### config.mk
export PLATFORM = sky130hd
export DESIGN_NAME = tick_scheduler_flat
export DESIGN_NICKNAME = d
export VERILOG_FILES = /design/src/rtl/tick_scheduler_if.sv /design/src/rtl/tick_scheduler.sv /design/src/flat_wrapper.sv
export SDC_FILE = /design/constraint.sdc
export NUM_CORES = 1
export LEC_CHECK = 0
export ABC_AREA = 1
export CORE_ASPECT_RATIO = 0.75
export CORE_MARGIN = 5
export CORE_UTILIZATION = 45
export CTS_BUF_LIST = sky130_fd_sc_hd__clkbuf_4 sky130_fd_sc_hd__clkbuf_8 sky130_fd_sc_hd__clkbuf_16
export DETAILED_ROUTE_END_ITERATION = 8
export GPL_TIMING_DRIVEN = 0
export PLACE_DENSITY = 0.62
export SYNTH_ARGS = -nofsm -noshare
export SYNTH_HDL_FRONTEND = slang
export SYNTH_SLANG_ARGS = --single-unit
### constraint.sdc
create_clock -name clk -period 2 [get_ports clk]
set_clock_uncertainty 0.2 [all_clocks]
set_input_delay 0.4 -clock clk [delete_from_list [all_inputs] [get_ports clk]]
set_output_delay 0.4 -clock clk [all_outputs]
set_load 0.03 [all_outputs]
### src/rtl/tick_scheduler_if.sv
// Bus bundle for tick_scheduler: CPU-side config write port, event ack
// handshake and the tick/event/status outputs feeding interrupt logic.
interface tick_scheduler_if #(
    parameter int NCH = 4
);
    localparam int TGT_W = $clog2(NCH) + 1;

    logic             cfg_we;
    logic [TGT_W-1:0] cfg_tgt;
    logic [31:0]      cfg_data;
    logic [NCH-1:0]   evt_ack;
    logic             tick_o;
    logic [NCH-1:0]   evt_pend;
    logic [NCH-1:0]   ovr;
    logic [NCH-1:0]   ch_active;
    logic             irq;

    modport master (
        output cfg_we, cfg_tgt, cfg_data, evt_ack,
        input  tick_o, evt_pend, ovr, ch_active, irq
    );

    modport slave (
        input  cfg_we, cfg_tgt, cfg_data, evt_ack,
        output tick_o, evt_pend, ovr, ch_active, irq
    );
endinterface

### src/rtl/tick_scheduler.sv
// Prescaled base tick shared by NCH one-shot/periodic timer channels with a
// pending/ack event handshake. Define TICK_SCHED_OVR_EN for sticky overrun flags.
module tick_scheduler #(
    parameter int NCH              = 4,
    parameter int PRE_W            = 16,
    parameter int CNT_W            = 16,
    parameter int DEFAULT_PRESCALE = 9999
) (
    input  logic               clk,
    input  logic               rst_n,
    tick_scheduler_if.slave    bus
);
    localparam int TGT_W = $clog2(NCH) + 1;

    logic [PRE_W-1:0] prescale;
    logic [PRE_W-1:0] pre_cnt;
    logic             tick;
    logic             pre_wr;

    logic [CNT_W-1:0] cnt    [NCH];
    logic [CNT_W-1:0] period [NCH];
    logic [NCH-1:0]   periodic;
    logic [NCH-1:0]   active;
    logic [NCH-1:0]   pend;
    logic [NCH-1:0]   wr_ch;
    logic [NCH-1:0]   expire;
    logic [CNT_W-1:0] wr_period;
    logic             unused_cfg;

    assign pre_wr    = bus.cfg_we && (bus.cfg_tgt == TGT_W'(NCH));
    assign wr_period = bus.cfg_data[CNT_W-1:0];
    // Only some cfg_data bits matter for a given build width.
    assign unused_cfg = ^bus.cfg_data;

    // A prescaler write restarts the count so the new period begins cleanly.
    always_ff @(posedge clk or negedge rst_n) begin
        // NOTE: state registers use non-blocking assignments so every flop
        // samples pre-edge values regardless of statement order.
        if (!rst_n) begin
            prescale <= PRE_W'(DEFAULT_PRESCALE);
            pre_cnt  <= '0;
            tick     <= 1'b0;
        end else if (pre_wr) begin
            prescale <= bus.cfg_data[PRE_W-1:0];
            pre_cnt  <= '0;
            tick     <= 1'b0;
        end else begin
            tick    <= (pre_cnt == prescale);
            pre_cnt <= (pre_cnt == prescale) ? '0 : pre_cnt + PRE_W'(1);
        end
    end

    always_comb begin
        // NOTE: defaults first so no path leaves a bit unassigned (no latches).
        wr_ch  = '0;
        expire = '0;
        for (int i = 0; i < NCH; i++) begin
            wr_ch[i]  = bus.cfg_we && (bus.cfg_tgt == TGT_W'(i));
            expire[i] = tick && active[i] && !wr_ch[i] && (cnt[i] == CNT_W'(1));
        end
    end

    // A channel write on a tick edge wins: no decrement and no expiry.
    always_ff @(posedge clk or negedge rst_n) begin
        if (!rst_n) begin
            // NOTE: counter/period arrays are reset explicitly; they are flops,
            // not RAM, and software may read status before programming them.
            for (int i = 0; i < NCH; i++) begin
                cnt[i]    <= '0;
                period[i] <= '0;
            end
            periodic <= '0;
            active   <= '0;
            pend     <= '0;
        end else begin
            for (int i = 0; i < NCH; i++) begin
                if (wr_ch[i]) begin
                    period[i]   <= wr_period;
                    cnt[i]      <= wr_period;
                    periodic[i] <= bus.cfg_data[30];
                    active[i]   <= bus.cfg_data[31] && (wr_period != '0);
                end else if (tick && active[i]) begin
                    if (cnt[i] == CNT_W'(1)) begin
                        if (periodic[i]) begin
                            cnt[i] <= period[i];
                        end else begin
                            cnt[i]    <= '0;
                            active[i] <= 1'b0;
                        end
                    end else begin
                        cnt[i] <= cnt[i] - CNT_W'(1);
                    end
                end

                if (expire[i]) begin
                    pend[i] <= 1'b1;
                end else if (bus.evt_ack[i]) begin
                    pend[i] <= 1'b0;
                end
            end
        end
    end

`ifdef TICK_SCHED_OVR_EN
    logic [NCH-1:0] ovr_q;

    // Overrun: a new expiry lands on an unacknowledged pending event.
    always_ff @(posedge clk or negedge rst_n) begin
        if (!rst_n) begin
            ovr_q <= '0;
        end else begin
            for (int i = 0; i < NCH; i++) begin
                if (wr_ch[i]) begin
                    ovr_q[i] <= 1'b0;
                end else if (expire[i] && pend[i] && !bus.evt_ack[i]) begin
                    ovr_q[i] <= 1'b1;
                end
            end
        end
    end

    assign bus.ovr = ovr_q;
`else
    assign bus.ovr = '0;
`endif

    assign bus.tick_o    = tick;
    assign bus.evt_pend  = pend;
    assign bus.ch_active = active;
    assign bus.irq       = |pend;

endmodule

### src/flat_wrapper.sv
// flat-port wrapper written by rule: the top's interface ports become plain ports
module tick_scheduler_flat 
#(
    parameter int NCH              = 4,
    parameter int PRE_W            = 16,
    parameter int CNT_W            = 16,
    parameter int DEFAULT_PRESCALE = 9999
)
  (clk, rst_n, bus_cfg_we, bus_cfg_tgt, bus_cfg_data, bus_evt_ack, bus_tick_o, bus_evt_pend, bus_ovr, bus_ch_active, bus_irq);
  tick_scheduler_if #(.NCH(NCH)) bus_i ();
  input  logic clk;
  input  logic rst_n;
  input wire logic [$bits(bus_i.cfg_we)-1:0] bus_cfg_we;
  input wire logic [$bits(bus_i.cfg_tgt)-1:0] bus_cfg_tgt;
  input wire logic [$bits(bus_i.cfg_data)-1:0] bus_cfg_data;
  input wire logic [$bits(bus_i.evt_ack)-1:0] bus_evt_ack;
  output wire logic [$bits(bus_i.tick_o)-1:0] bus_tick_o;
  output wire logic [$bits(bus_i.evt_pend)-1:0] bus_evt_pend;
  output wire logic [$bits(bus_i.ovr)-1:0] bus_ovr;
  output wire logic [$bits(bus_i.ch_active)-1:0] bus_ch_active;
  output wire logic [$bits(bus_i.irq)-1:0] bus_irq;
  assign bus_i.cfg_we = bus_cfg_we;
  assign bus_i.cfg_tgt = bus_cfg_tgt;
  assign bus_i.cfg_data = bus_cfg_data;
  assign bus_i.evt_ack = bus_evt_ack;
  assign bus_tick_o = bus_i.tick_o;
  assign bus_evt_pend = bus_i.evt_pend;
  assign bus_ovr = bus_i.ovr;
  assign bus_ch_active = bus_i.ch_active;
  assign bus_irq = bus_i.irq;
  tick_scheduler #(.NCH(NCH), .PRE_W(PRE_W), .CNT_W(CNT_W), .DEFAULT_PRESCALE(DEFAULT_PRESCALE)) u_core (.clk(clk), .rst_n(rst_n), .bus(bus_i));
endmodule
; Word-level counts from Yosys, hierarchy flattened
; Cells that the tools add are included.
; W data, S select, Z words.
[op_classes]
addsub = 5
n_eq_ne = 13
mux = 43
reduce_logical = 41
[ops]
columns = operator, n
row1 = $mux W16, 18
row2 = $eq A16 B1 Y1 const B, 4
row3 = $sub A16 B1 Y16 const B, 4
row4 = $mux W1, 25
row5 = $reduce_bool A2 Y1, 12
row6 = $logic_and A1 B1 Y1, 18
row7 = $add A16 B1 Y16 const B, 1
row8 = $eq A16 B16 Y1, 1
row9 = $reduce_bool A16 Y1, 1
row10 = $reduce_and A3 Y1, 4
row11 = $ne A2 B2 Y1 const B, 4
row12 = $eq A3 B2 Y1 const B, 2
row13 = $logic_not A1 Y1, 4
row14 = $reduce_or A4 Y1, 1
row15 = $eq A3 B1 Y1 const B, 1
row16 = $eq A3 B3 Y1 const B, 1
row17 = $logic_not A3 Y1, 1
[word_totals]
ff_bits = 173
inputBits = 42
out_inout_bits = 14
elab_cells = 125

; Logic depth before layout (Yosys ltp)
[logic_depth]
depth_word = 6
depth_mapped = 11
mapped_depth_nobuf = 11

; Worst setup path before layout
; Ideal clock, no wire load.
[synth_path]
kind = reg-to-reg
startpoint = reg u_core.cnt[48] in the netlist's numbering
endpoint = reg u_core.cnt[62] in the netlist's numbering
setup_ns = 0.117
arrival_ns = 1.336
t_required_ns = 1.683
slack_ns = 0.347
stages_incl_launch_ff = 12
n_path_buf = 0
synth_period_minus_slack_ns = 1.653
cell_sequence = dfrtp_1 -> inv_1 -> ha_1 -> nand2_1 -> nor2_4 -> nand2_1 -> nand2_1 -> nand2_1 -> nand2_1 -> nand2_1 -> nand2_1 -> nand2_1
[synth_between]
elab_chain_len = 4
word_cells_on_any_way = 5
cone_classes = 1 x add/sub / 1 x eq/ne / 3 x mux
[synth_rtl]
columns = item, line
row1 = from (decl), tick_scheduler.sv:20  ; logic [CNT_W-1:0] cnt [NCH];
row2 = "from (signal, indexed assignment)", tick_scheduler.sv:79  ; cnt[i] <= wr_period;
row3 = "from (signal, indexed assignment)", tick_scheduler.sv:85  ; cnt[i] <= period[i];
row4 = "from (signal, indexed assignment)", tick_scheduler.sv:91  ; cnt[i] <= cnt[i] - CNT_W'(1);
row5 = $sub A16 B1 Y16 or $eq A16 B1 Y1 (tied branches), "tick_scheduler.sv:91, tick_scheduler.sv:83"
row6 = $mux W16 (*), tick_scheduler.sv:83  ; if (cnt[i] == CNT_W'(1)) begin
row7 = $mux W16 (*), tick_scheduler.sv:82  ; end else if (tick && active[i]) begin
row8 = $mux W16 (*), tick_scheduler.sv:77  ; if (wr_ch[i]) begin
; Mark *: on every way between the ends. The rest lies on a longest branch, timed or not. The select of a mux whose other input is x is not followed.
; A chain may end at the register's enable or synchronous reset.

; Final worst setup path
[layout_path]
startpoint = reg u_core.active[0], in the netlist u_core.bus.ch_active[0]
endpoint = out bus_ch_active[0]
[layout_lines]
columns = item, line
row1 = from (decl), tick_scheduler.sv:23  ; logic [NCH-1:0] active;
row2 = "from (signal, indexed assignment)", tick_scheduler.sv:81  ; active[i] <= bus.cfg_data[31] && (wr_period != '0);
row3 = to (decl), flat_wrapper.sv:20  ; output wire logic [$bits(bus_i.ch_active)-1:0] bus_ch_active;
; No word-level cell between the ends.

==> reports/metrics.csv <==
stage,metric,value,unit
layout,# diodes,0,
route,drt first pass iters,5,
global_route,total grt overflow,0,
logic_synthesis,Synth Instances,1472,
flow_run,max cap viols,0,
layout,Post-Layout Inst Area,11600,um^2
cts,number of CTS-inserted buffers,17,
route,WL final,29.4,mm
place,Placement Setup Slack,-0.488,ns
critical_path,crit path buf inv count,1,
logic_synthesis,most area-consuming cells after synthesis,"dfrtp_1 (40%), nand2_1 (25%), inv_1 (5.6%), nand3_1 (5.2%), nor2_1 (4.0%)",
critical_path,Crit Path Max Fanout,4,
critical_path,critical path type,reg -> out,
critical_path,CP max stage delay,0.48,ns
min_path,hold crit path type,reg -> reg,
cts,H-tree levels,4,
timing,final critical-path required period,1.96,ns
timing,"Setup violations, final",0,
route,total number of vias,9269,
logic_synthesis,mux share of post-synthesis cell area,0,%
cts,Clock transition at path regs,0.07,ns
place,Placer Congestion,0.881,
global_route,first-pass GRT wire length,47.0,mm
cts,clk sinks,173,
timing,final setup margin,0.0373,ns
logic_synthesis,sequential fraction of the synthesis area,42.4,%
floorplan,die outline area,25900,um^2
timing,final slew viol count,0,
logic_synthesis,Yosys warning count,0,
critical_path,Worst Setup Start Kind,register,
critical_path,Worst setup EP type,primary output,
logic_synthesis,Mean Syn Cell Area,6.95,um^2
layout,final core occ,52.3,%
global_route,largest net degree at the start of global routing,113,
timing,Worst-Margin Slew,0.656,ns
cts,clk_lat worst skew,0.45,ns
power_and_ir_drop,Total Power,0.0111,W
logic_synthesis,async set-reset flop share out of synthesis,100,%
global_route,number of global-route vias before repair,8593,
place,DP Wirelength,20.8,mm
timing,Final Cycle Share,98.1,%
layout,Reg area,4340,um^2
cts,CTS Buffer Depth,2,
route,DRC,0,
floorplan,# rows,47,
global_route,GRT Total Usage,23.2,%
logic_synthesis,Synth area leader,dfrtp_1,
floorplan,Core Region,22200,um^2
layout,footprint of the multi-input gates,5110,um^2
critical_path,CP cell instances,dlygate4sd2_1,
layout,layout cells sized above 1,10.4,%
cts,CTS tree,built,
critical_path,critical path data required time,1.40,ns
timing,TNS Setup,0,ns
layout,synthesis-to-finish area growth,13.6,%
timing,RSZ-0062 raised after global routing,true,
place,# port buffers,37,
logic_synthesis,Synth Area in Compound Gates,4.35,%
route,Routed Antenna Nets,0,
critical_path,Worst Path Arrival,1.36,ns
logic_synthesis,top cell type's share of synthesized area,40.3,%
floorplan,Initial Util,46.0,%
timing,fmax,510,MHz
logic_synthesis,number of synthesized register bits,173,
timing,Hold Fails Final Rpt,0,
power_and_ir_drop,Pleak,6.22,nW
cts,Setup Buffers After CTS,0,
place,Area after DPL,11000,um^2
logic_synthesis,"EDFF count, synth",0,
cts,clk root buf,clkbuf_16,
logic_synthesis,distinct cell type count after synthesis,36,
logic_synthesis,adder-cell area share of the yosys netlist,1.10,%
logic_synthesis,predominant post-synthesis flop cell,dfrtp_1,
outcome,status,finished clean,
logic_synthesis,main combinational cell family by area after synthesis,simple AND/OR/NAND/NOR gates,
route,Iter 0 DRT Violations,814,
timing,Rel. slew slack,56.2,%
critical_path,Worst path top cell family by delay,flip-flops,
floorplan,Die W,184,um
layout,fillers,2197,
logic_synthesis,Post-Syn Area,10200,um^2
logic_synthesis,Post-Synth Simple-Gate Area,39.5,%
power_and_ir_drop,Max VDD drop,0.669,mV
power_and_ir_drop,PwrDens,951,nW/um^2
global_route,antenna violations before repair,0,
route,Wirelength per Cell,16.0,um
floorplan,die span in y,141,um
critical_path,Crit-path slowest cell,dfrtp_1,
logic_synthesis,post-synthesis xor/xnor area fraction,4.53,%
layout,Nets,1585,
floorplan,I/O Pins,56,
route,vias per cell,5.03,
==> routing by layer <==
layer | share of wire [%] | vias to the layer above | global-route usage, %
li1 | - | 4626 | -
met1 | 50 | 4370 | 34.9
met2 | 43 | 237 | 34.2
met3 | 5.1 | 36 | 3.76
met4 | 2.4 | 0 | 7.31
met5 | 0 | - | 0
==> power breakdown <==
group          leakage [nW]  internal [W]  total (W)  switching [W]
Sequential             2.18       0.00417    0.00483       0.000660
Clock                 0.266       0.00167    0.00324        0.00157
Combinational          3.78       0.00114    0.00299        0.00185
Total                  6.22       0.00698     0.0111        0.00408
==> sequential cells by signal, summed over array words and instances, names as in the netlist <==
signal and count:
u_core.bus.ch_active 4, u_core.bus.evt_pend 4, u_core.bus.tick_o 1, u_core.cnt 64
u_core.period 64, u_core.periodic 4, u_core.pre_cnt 16, u_core.prescale 16
==> stage by stage <==
| step | instances | hold WS, ns |
|---|---|---|
| 2_1_floorplan | 1475 | -0.0956 |
| 3_3_place_gp | 1806 | 0.262 |
| 3_5_place_dp | 1807 | 0.186 |
| 4_1_cts | 1840 | 0.278 |
| 5_1_grt | 1841 | 0.294 |
| 6_report | 1841 | 0.276 |
==> final timing paths <==
kind | startpoint | to | slack [ns] | cells after the start
max reg2reg | u_core.cnt[0] | u_core.cnt[14] | 0.12 | 11
min in group asynchronous | rst_n | u_core.pre_cnt[4] | 0.29 | 2
min | u_core.prescale[3] | u_core.prescale[3] | 0.28 | 2
min reg2reg | u_core.prescale[3] | u_core.prescale[3] | 0.28 | 2
max in group asynchronous | rst_n | u_core.bus.tick_o | 0.35 | 3
max | u_core.bus.ch_active[0] | bus_ch_active[0] | 0.04 | 1
==> synth_stat cells, types with 2 or more instances <==
cell type  count
o22ai_1        8
nand3b_1       3
nor3_1         4
buf_4         11
nand2_4        2
nand2_1      676
nor2_1       110
dfrtp_1      165
o21ai_0       45
o21ai_1       11
nand3_2        5
buf_2         11
o21ai_2       10
inv_1        153
clkbuf_1       7
nor4_1         2
nand4_1        3
xnor2_1       14
nand2_2       14
nor2_2        23
nor2_4        13
ha_1           9
xor2_1        39
inv_2          3
nand3_1      106
o211ai_1       3
buf_6          6
dfstp_2        8
==> cells by family (layout without fill, tap and decap cells) <==
logic type	after synthesis	in the layout
DFF	173	173
and+or+nand+nor	965	965
AOI/OAI and AO/OA	78	78
xor gates and xnor gates	53	53
buffers and inverters	193	265
adders and majority gates	9	9
other	1	4
==> cell usage in the layout (no fill, tap or decap), types with 2 or more instances in the layout <==
cell type        netlist  layout
clkbuf_4               0       2
o22ai_1                8       8
o21ai_0               45      45
buf_2                 11      10
o21ai_1               11      11
clkbuf_16              0      17
clkdlybuf4s15_2        0       2
nor3_1                 4       4
ha_2                   0       4
ha_1                   9       5
buf_4                 11      11
clkbuf_1               7       7
nand2_4                2       3
clkinvlp_4             0       7
o21ai_2               10      10
o211ai_1               3       3
nand3_1              106     106
nand4_1                3       3
dlygate4sd2_1          0       8
nor4_1                 2       2
inv_1                153     148
nor2_1               110     109
inv_2                  3       6
nor2_4                13      14
conb_1                 1       4
xor2_1                39      39
nand2_1              676     674
buf_6                  6       6
dfstp_2                8       8
xnor2_1               14      14
clkinv_2               1       3
inv_8                  0       3
nor2_2                23      23
dfrtp_1              165     164
nand3_2                5       5
clkdlybuf4s50_1        0      26
nand2_2               14      15
nand3b_1               3       3
inv_6                  0       3
==> timing repair <==
action                                 CTS  global route
endpoints found under the hold margin   61             0
hold buffers                             1             0
pin swaps                                0             1
resized for setup                       16            15
setup endpoints to repair               14            28
cloned                                   0             1
==> cell type report <==
cell class                 count  share of cell area [%]
buffer                        35                    2.01
tap                          294                    3.16
multi-input combinational   1109                    44.0
timing repair buffer          39                    3.49
sequential                   173                    37.3
timing repair inverter         1                  0.0431
clock buffer                  19                    3.84
inverter                     158                    5.21
clock inverter                13                   0.936
No activity file was read; power rests on OpenSTA's default activity.
